**src/rtl/fpu_pkg.sv**
```systemverilog
// Shared FPU types: the normalize-stage result record and the rounding modes.
package fpu;

  typedef enum logic [2:0] {
    RM_RNE = 3'b000,
    RM_RTZ = 3'b001,
    RM_RDN = 3'b010,
    RM_RUP = 3'b011,
    RM_RMM = 3'b100
  } fpu_round_mode_t;

  // Output of the multiply normalize stage; mantissa carries the hidden bit at [23].
  typedef struct packed {
    logic        sign;
    logic [23:0] mantissa;
    logic [7:0]  exponent;
    logic [2:0]  guard;     // {G,R,S}
    logic        nan;
    logic        inf;
    logic        zero;
    logic [2:0]  mode;      // raw encoding; 101-111 are treated as RNE
  } fpu_result_t;

endpackage

```
**src/rtl/fpu_round_pkg.sv**
```systemverilog
// Rounding/packing types, constants and the pure round/pack helper functions.
package fpu_round;
  import fpu::*;

  typedef struct packed {
    logic nv;
    logic dz;
    logic of;
    logic uf;
    logic nx;
  } fpu_round_flags_t;

  localparam logic [31:0] CANONICAL_NAN  = 32'h7FC0_0000;
  localparam logic [31:0] MAX_FINITE_MAG = 32'h7F7F_FFFF;
  localparam logic [30:0] INF_MAG        = {8'hFF, 23'd0};

  // Special class resolved in S1 so S2 only has to select.
  typedef enum logic [2:0] {
    CLS_FINITE  = 3'd0,
    CLS_QNAN    = 3'd1,
    CLS_INVALID = 3'd2,
    CLS_INF     = 3'd3,
    CLS_ZERO    = 3'd4
  } fpu_round_class_t;

  // S1 payload: rounded and carry-adjusted mantissa/exponent plus context.
  typedef struct packed {
    logic             sign;
    logic [2:0]       mode;
    logic             inc;
    logic             nx;
    fpu_round_class_t cls;
    logic [24:0]      mant;
    logic [8:0]       exp;
  } fpu_round_s1_t;

  // S2 payload: final packed word and its exception flags.
  typedef struct packed {
    logic [31:0]      result;
    fpu_round_flags_t flags;
  } fpu_round_s2_t;

  function automatic logic fpu_round_increment(input logic       sign,
                                               input logic       lsb,
                                               input logic [2:0] guard,
                                               input logic [2:0] mode);
    logic any;
    any = |guard;
    case (mode)
      RM_RTZ:  return 1'b0;
      RM_RDN:  return sign && any;
      RM_RUP:  return !sign && any;
      RM_RMM:  return guard[2];
      default: return guard[2] && (guard[1] || guard[0] || lsb);
    endcase
  endfunction

  function automatic fpu_round_s2_t fpu_round_pack(input fpu_round_s1_t s);
    fpu_round_s2_t r;
    logic          of;
    r  = '0;
    of = (s.exp >= 9'd255);
    case (s.cls)
      CLS_QNAN: r.result = CANONICAL_NAN;
      CLS_INVALID: begin
        r.result   = CANONICAL_NAN;
        r.flags.nv = 1'b1;
      end
      CLS_INF:  r.result = {s.sign, INF_MAG};
      CLS_ZERO: r.result = {s.sign, 31'd0};
      default: begin
        r.flags.of = of;
        r.flags.nx = s.nx || of;
        // Tininess is judged after rounding: exponent field still zero.
        r.flags.uf = r.flags.nx && !of && (s.exp == 9'd0);
        if (of) begin
          case (s.mode)
            RM_RTZ:  r.result = {s.sign, MAX_FINITE_MAG[30:0]};
            RM_RDN:  r.result = s.sign ? {1'b1, INF_MAG} : {1'b0, MAX_FINITE_MAG[30:0]};
            RM_RUP:  r.result = s.sign ? {1'b1, MAX_FINITE_MAG[30:0]} : {1'b0, INF_MAG};
            default: r.result = {s.sign, INF_MAG};
          endcase
        end else begin
          r.result = {s.sign, s.exp[7:0], s.mant[22:0]};
        end
      end
    endcase
    return r;
  endfunction

endpackage

```
**src/rtl/fpu_round_pack_if.sv**
```systemverilog
// Upstream (normalize) and downstream (writeback) handshake bundle.
interface fpu_round_pack_if #(parameter int TAG_WIDTH = 5);
  import fpu::*;

  logic                 in_valid;
  logic                 in_ready;
  fpu_result_t          in_data;
  logic [TAG_WIDTH-1:0] in_tag;
  logic                 out_valid;
  logic                 out_ready;
  logic [31:0]          out_result;
  logic [4:0]           out_flags;
  logic [TAG_WIDTH-1:0] out_tag;

  modport master (
    output in_valid, in_data, in_tag, out_ready,
    input  in_ready, out_valid, out_result, out_flags, out_tag
  );

  modport slave (
    input  in_valid, in_data, in_tag, out_ready,
    output in_ready, out_valid, out_result, out_flags, out_tag
  );

endinterface

```
**src/rtl/fpu_round_pipe_stage.sv**
```systemverilog
// One valid/ready pipeline register; accepts whenever empty or being drained.
module fpu_round_pipe_stage #(
  parameter int DATA_W = 8
) (
  input  logic              clk,
  input  logic              rst,
  input  logic              in_valid_i,
  output logic              in_ready_o,
  input  logic [DATA_W-1:0] in_data_i,
  output logic              out_valid_o,
  input  logic              out_ready_i,
  output logic [DATA_W-1:0] out_data_o
);

  logic              valid_q, valid_d;
  logic [DATA_W-1:0] data_q, data_d;
  logic              advance;

  assign advance     = !valid_q || out_ready_i;
  assign in_ready_o  = advance;
  assign out_valid_o = valid_q;
  assign out_data_o  = data_q;

  // Next state: load on advance; payload held otherwise so outputs stay stable.
  always_comb begin
    valid_d = valid_q;
    data_d  = data_q;
    if (advance) begin
      valid_d = in_valid_i;
      if (in_valid_i) data_d = in_data_i;
    end
  end

  // Stage register; reset clears payload too so the outputs read zero.
  always_ff @(posedge clk) begin
    if (rst) begin
      valid_q <= 1'b0;
      data_q  <= '0;
    end else begin
      valid_q <= valid_d;
      data_q  <= data_d;
    end
  end

endmodule

```
**src/rtl/fpu_round_pack.sv**
```systemverilog
// Two-stage round-and-pack: S1 rounds the mantissa, S2 packs the IEEE word and flags.
module fpu_round_pack
  import fpu::*;
  import fpu_round::*;
#(
  parameter int TAG_WIDTH = 5
) (
  input  logic              clk,
  input  logic              rst,
  fpu_round_pack_if.slave   bus,
  input  logic              flags_clear,
  output logic [4:0]        flags_sticky
);

  localparam int S1_W = $bits(fpu_round_s1_t) + TAG_WIDTH;
  localparam int S2_W = $bits(fpu_round_s2_t) + TAG_WIDTH;

  fpu_result_t          op;
  fpu_round_s1_t        s1_d, s1_q;
  fpu_round_s2_t        s2_d, s2_q;
  logic [TAG_WIDTH-1:0] s1_tag_q, s2_tag_q;
  logic [S1_W-1:0]      s1_out;
  logic [S2_W-1:0]      s2_out;
  logic                 s1_valid, s2_ready;
  logic                 inc;
  logic [24:0]          mant_r;
  logic [4:0]           sticky_q, sticky_d;

  assign op = bus.in_data;

  // S1 input: round increment, 25-bit rounded mantissa, carry and subnormal exponent fixups.
  always_comb begin
    inc     = fpu_round::fpu_round_increment(op.sign, op.mantissa[0], op.guard, op.mode);
    mant_r  = {1'b0, op.mantissa} + {24'd0, inc};
    s1_d    = '0;
    s1_d.sign = op.sign;
    s1_d.mode = op.mode;
    s1_d.inc  = inc;
    s1_d.nx   = |op.guard;
    if (mant_r[24]) begin
      s1_d.mant = mant_r >> 1;
      s1_d.exp  = {1'b0, op.exponent} + 9'd1;
    end else begin
      s1_d.mant = mant_r;
      s1_d.exp  = {1'b0, op.exponent};
    end
    if (op.exponent == 8'd0 && s1_d.mant[23]) s1_d.exp = 9'd1;
    if (op.nan)                 s1_d.cls = CLS_QNAN;
    else if (op.inf && op.zero) s1_d.cls = CLS_INVALID;
    else if (op.inf)            s1_d.cls = CLS_INF;
    else if (op.zero)           s1_d.cls = CLS_ZERO;
    else                        s1_d.cls = CLS_FINITE;
  end

  // ---- S1 register boundary ----
  fpu_round_pipe_stage #(.DATA_W(S1_W)) u_s1 (
    .clk        (clk),
    .rst        (rst),
    .in_valid_i (bus.in_valid),
    .in_ready_o (bus.in_ready),
    .in_data_i  ({s1_d, bus.in_tag}),
    .out_valid_o(s1_valid),
    .out_ready_i(s2_ready),
    .out_data_o (s1_out)
  );
  assign {s1_q, s1_tag_q} = s1_out;

  assign s2_d = fpu_round::fpu_round_pack(s1_q);

  // ---- S2 register boundary ----
  fpu_round_pipe_stage #(.DATA_W(S2_W)) u_s2 (
    .clk        (clk),
    .rst        (rst),
    .in_valid_i (s1_valid),
    .in_ready_o (s2_ready),
    .in_data_i  ({s2_d, s1_tag_q}),
    .out_valid_o(bus.out_valid),
    .out_ready_i(bus.out_ready),
    .out_data_o (s2_out)
  );
  assign {s2_q, s2_tag_q} = s2_out;

  assign bus.out_result = s2_q.result;
  assign bus.out_flags  = s2_q.flags;
  assign bus.out_tag    = s2_tag_q;
  assign flags_sticky   = sticky_q;

  // Sticky next state: a clear coinciding with a transfer keeps only that transfer's flags.
  always_comb begin
    sticky_d = sticky_q;
    if (bus.out_valid && bus.out_ready)
      sticky_d = (flags_clear ? 5'd0 : sticky_q) | bus.out_flags;
    else if (flags_clear)
      sticky_d = 5'd0;
  end

  // Accrued exception flags register.
  always_ff @(posedge clk) begin
    if (rst) sticky_q <= 5'd0;
    else     sticky_q <= sticky_d;
  end

endmodule

```
**src/flat_wrapper.sv**
```systemverilog
// flat-port wrapper written by rule: the top's interface ports become plain ports
module fpu_round_pack_flat import fpu::*; import fpu_round::*;
#(
  parameter int TAG_WIDTH = 5
)
  (clk, rst, flags_clear, flags_sticky, bus_in_valid, bus_in_data, bus_in_tag, bus_out_ready, bus_in_ready, bus_out_valid, bus_out_result, bus_out_flags, bus_out_tag);
  fpu_round_pack_if #(.TAG_WIDTH(TAG_WIDTH)) bus_i ();
  input  logic clk;
  input  logic rst;
  input  logic flags_clear;
  output logic [4:0] flags_sticky;
  input wire logic [$bits(bus_i.in_valid)-1:0] bus_in_valid;
  input wire logic [$bits(bus_i.in_data)-1:0] bus_in_data;
  input wire logic [$bits(bus_i.in_tag)-1:0] bus_in_tag;
  input wire logic [$bits(bus_i.out_ready)-1:0] bus_out_ready;
  output wire logic [$bits(bus_i.in_ready)-1:0] bus_in_ready;
  output wire logic [$bits(bus_i.out_valid)-1:0] bus_out_valid;
  output wire logic [$bits(bus_i.out_result)-1:0] bus_out_result;
  output wire logic [$bits(bus_i.out_flags)-1:0] bus_out_flags;
  output wire logic [$bits(bus_i.out_tag)-1:0] bus_out_tag;
  assign bus_i.in_valid = bus_in_valid;
  assign bus_i.in_data = bus_in_data;
  assign bus_i.in_tag = bus_in_tag;
  assign bus_i.out_ready = bus_out_ready;
  assign bus_in_ready = bus_i.in_ready;
  assign bus_out_valid = bus_i.out_valid;
  assign bus_out_result = bus_i.out_result;
  assign bus_out_flags = bus_i.out_flags;
  assign bus_out_tag = bus_i.out_tag;
  fpu_round_pack #(.TAG_WIDTH(TAG_WIDTH)) u_core (.clk(clk), .rst(rst), .bus(bus_i), .flags_clear(flags_clear), .flags_sticky(flags_sticky));
endmodule
```
**config.mk**
```make
export PLATFORM = sky130hd
export DESIGN_NAME = fpu_round_pack_flat
export DESIGN_NICKNAME = d
export VERILOG_FILES = /design/src/rtl/fpu_pkg.sv /design/src/rtl/fpu_round_pkg.sv /design/src/rtl/fpu_round_pack_if.sv /design/src/rtl/fpu_round_pipe_stage.sv /design/src/rtl/fpu_round_pack.sv /design/src/flat_wrapper.sv
export SDC_FILE = /design/constraint.sdc
export NUM_CORES = 1
export LEC_CHECK = 0
export ABC_AREA = 1
export BUFFER_PORTS_ARGS = -buffer_cell sky130_fd_sc_hd__clkbuf_2
export CAP_MARGIN = 40
export CORE_MARGIN = 5
export CORE_UTILIZATION = 40
export CTS_BUF_LIST = sky130_fd_sc_hd__clkbuf_2 sky130_fd_sc_hd__clkbuf_4 sky130_fd_sc_hd__clkbuf_8
export DETAILED_ROUTE_END_ITERATION = 16
export GPL_TIMING_DRIVEN = 1
export SLEW_MARGIN = 20
export SYNTH_ARGS = -nofsm -noshare
export SYNTH_HDL_FRONTEND = slang
export SYNTH_HIERARCHICAL = 1
export SYNTH_SLANG_ARGS = --single-unit
```
**constraint.sdc**
```tcl
create_clock -name clk -period 1.91 [get_ports clk]
set_clock_uncertainty 0.15 [all_clocks]
set_input_delay 0 -clock clk [delete_from_list [all_inputs] [get_ports clk]]
set_output_delay 0 -clock clk [all_outputs]
set_load 0.005 [all_outputs]
```
==> results.md <==
- GRT Residual Overflow: 0
- Vias in the first global route: 4989
- Vias/cell: 4.52
- Fin cells: 1236
- Buffer and inverter count on the worst path: 4
- Fin crit period: 1870 ps
- Power density over cell area: 598 nW/um^2
- Post-DRT Antenna Nets: 0
- Gpl congestion: 0.875
- Iteration-0 DRC Markers: 365
- Slew @ Worst Pin: 579 ps
- Crit Path Category: in2reg
- CP top delay family: simple AND/OR/NAND/NOR gates
- # IOs: 101
- CTS tree: yes
- Peak VDD IR: 0.279 mV
- Mapped cell area: 5970 sq um
- CTS H-Tree Depth: 3
- TritonCTS buffer count: 9
- Ant. Diodes: 0
- Critical Path Start Type: input port
- CP Data Arrival Time: 1990 ps
- Core area: 14600 sq um
- Sum Neg Setup Slack: 0 ps
- Max FO, Critical Path: 2
- Starting Density: 0.409
- Total track usage: 0.156
- CP endpoint kind: flop
- Die extent in x: 132 um
- Port Buffers: 100
- Clock Tree Root: clkbuf_8
- Slew Limit Fails: 0
- Slowest-stage cell, CP: or3_4
- Leakage: 3.70 nW
- Antenna violations before repair: 0
- Final nets: 1103
- Worst slew margin: 0.611
- Worst Hold Class: in2reg
- Placed Cells: 1170
- Status: completed
- YS warnings: 6
- CP cell instances: buf_6 -> or3_4 -> nand3_2 -> o21ai_2 -> ha_4 -> ha_4 -> nand2_4 -> nor2_4 -> buf_4 -> buf_4 -> nand4_1 -> nor2_1 -> xnor2_1 -> nand2_1 -> inv_1 -> nand3_1 -> nand2_1 -> nor2_1
- Via count: 5588
- Pre-Repair DR Iteration Count: 4
- CTS Sinks: 94
- DP Wirelength: 10200 um
- Clock transition at path regs: 90 ps
- First-pass GRT wire length: 23800 um
- DIE AREA: 17500 sq um
- Pin count of the biggest net entering global routing: 86
- FMAX: 0.535 GHz
- RSZ-0062 raised after global routing: true
- Syn Inst Count: 902
- Layout area overhead: 26.3%
- Fin crit share: 0.979
- Max incr delay on CP: 390 ps
- Final setup viols: 0
- Clock latency on the worst-skew pair: 370 ps
- Routed Wire Length: 14100 um
- # rows: 44
- Max Root-Sink Buffers: 2
- # Max-Cap Violations: 0
- Net Count, Synth: 958
- Hold Fails Final Rpt: 0
- Share of post-route cells with drive strength above 1: 0.268
- WL/cell: 11.4 um
- Required time worst endpoint: 2030 ps
- Die Span Y: 132 um
- Synthesized area per cell: 6.62 sq um
- DRC: 0
## registers in the layout, summed over array words and instances (netlist names)
signal / flops
u_core/u_s2/out_data_o: 42
u_core/u_s1/out_valid_o: 1
u_core/flags_sticky: 5
u_core/u_s2/out_valid_o: 1
u_core/u_s1/out_data_o: 45
## final cells by class
class	instances	area (sq um)
multi-input combinational	621	3340
clock inverter	7	57.6
fill	1491	7050
clock buffer	9	124
timing repair buffer	190	1410
sequential	94	1890
tap	184	230
inverter	131	494
## worst register-to-register path, cell delays in order, from the launching register on
cell and delay (ps):
dfxtp_1 370, o21ai_2 190, inv_2 80, nor2_2 230, nand4_1 120, nor3_1 230, inv_1 90, nand3_1 90
nand2_1 50, nor2_1 70
## path summary, 6_finish.rpt
check	start	end	slack (ps)	cells after the start
max	bus_in_data[6]	u_core/u_s1/out_data_o[32]	40	18
min	bus_in_data[23]	u_core/u_s1/out_data_o[20]	20	7
max reg2reg	u_core/u_s1/out_data_o[39]	u_core/u_s2/out_data_o[6]	200	9
min reg2reg	u_core/flags_sticky[4]	u_core/flags_sticky[4]	320	2
## what timing repair did
item / in CTS / in global routing
setup buffers: 0 / 10
hold buffers: 40 / 0
hold endpoints to repair: 45 / 0
setup endpoints to repair: 0 / 33
resized for setup: 0 / 29
## routing by layer
| layer | up-vias | GRT usage | wire length, um | part of all wire |
|---|---|---|---|---|
| met1 | 2348 | 0.241 | 7530 | 0.53 |
| met3 | 16 | 0.0218 | 619 | 0.044 |
| met5 | - | 0 | 0 | 0 |
| met2 | 114 | 0.216 | 5710 | 0.40 |
| li1 | 3110 | - | - | - |
| met4 | 0 | 0.0583 | 260 | 0.018 |
## cells in the final DEF, fill, tap and decap left out, types with 2 or more instances in the layout
cell,instances
clkbuf_2,96
nand2_1,180
nand2_4,5
buf_12,8
buf_4,39
nand4_1,6
nor2_2,7
clkinvlp_4,3
xnor2_1,9
clkbuf_8,9
nand3_1,101
ha_1,2
nor2_1,120
nand3_2,5
inv_4,2
dfxtp_1,93
inv_2,10
o21ai_0,4
nand2_2,3
nor4_1,2
nor2_4,11
nor3_1,7
a21oi_2,61
dlygate4sd3_1,40
buf_6,7
o21ai_2,2
a21oi_1,63
inv_1,120
a31oi_1,2
xor2_1,14
ha_4,2
nor3_2,2
## per-stage QoR
| stage | util | cell area, sq um | hold slack (ps) | worst slack (ps) | power (mW) |
|---|---|---|---|---|---|
| 6_report | 0.517 | 7540 | 22.1 | 39.6 | 4.51 |
| 5_1_grt | 0.517 | 7540 | 70.0 | -98.7 | 4.78 |
| 4_1_cts | 0.503 | 7340 | 1.38 | 8.50 | 4.54 |
| 3_5_place_dp | 0.463 | 6760 | 168 | -394 | 3.24 |
| 3_3_place_gp | 0.463 | 6760 | 161 | -377 | 3.23 |
| 2_1_floorplan | - | 6020 | -87.6 | -54.4 | 2.93 |
## where the power goes
part           switching (mW)  leakage (nW)  internal [mW]
logic                   0.585          2.84          0.492
registers              0.0985         0.777           2.10
clock network           0.746        0.0843          0.489
total                    1.43          3.70           3.08
No activity file was read; power rests on OpenSTA's default activity.
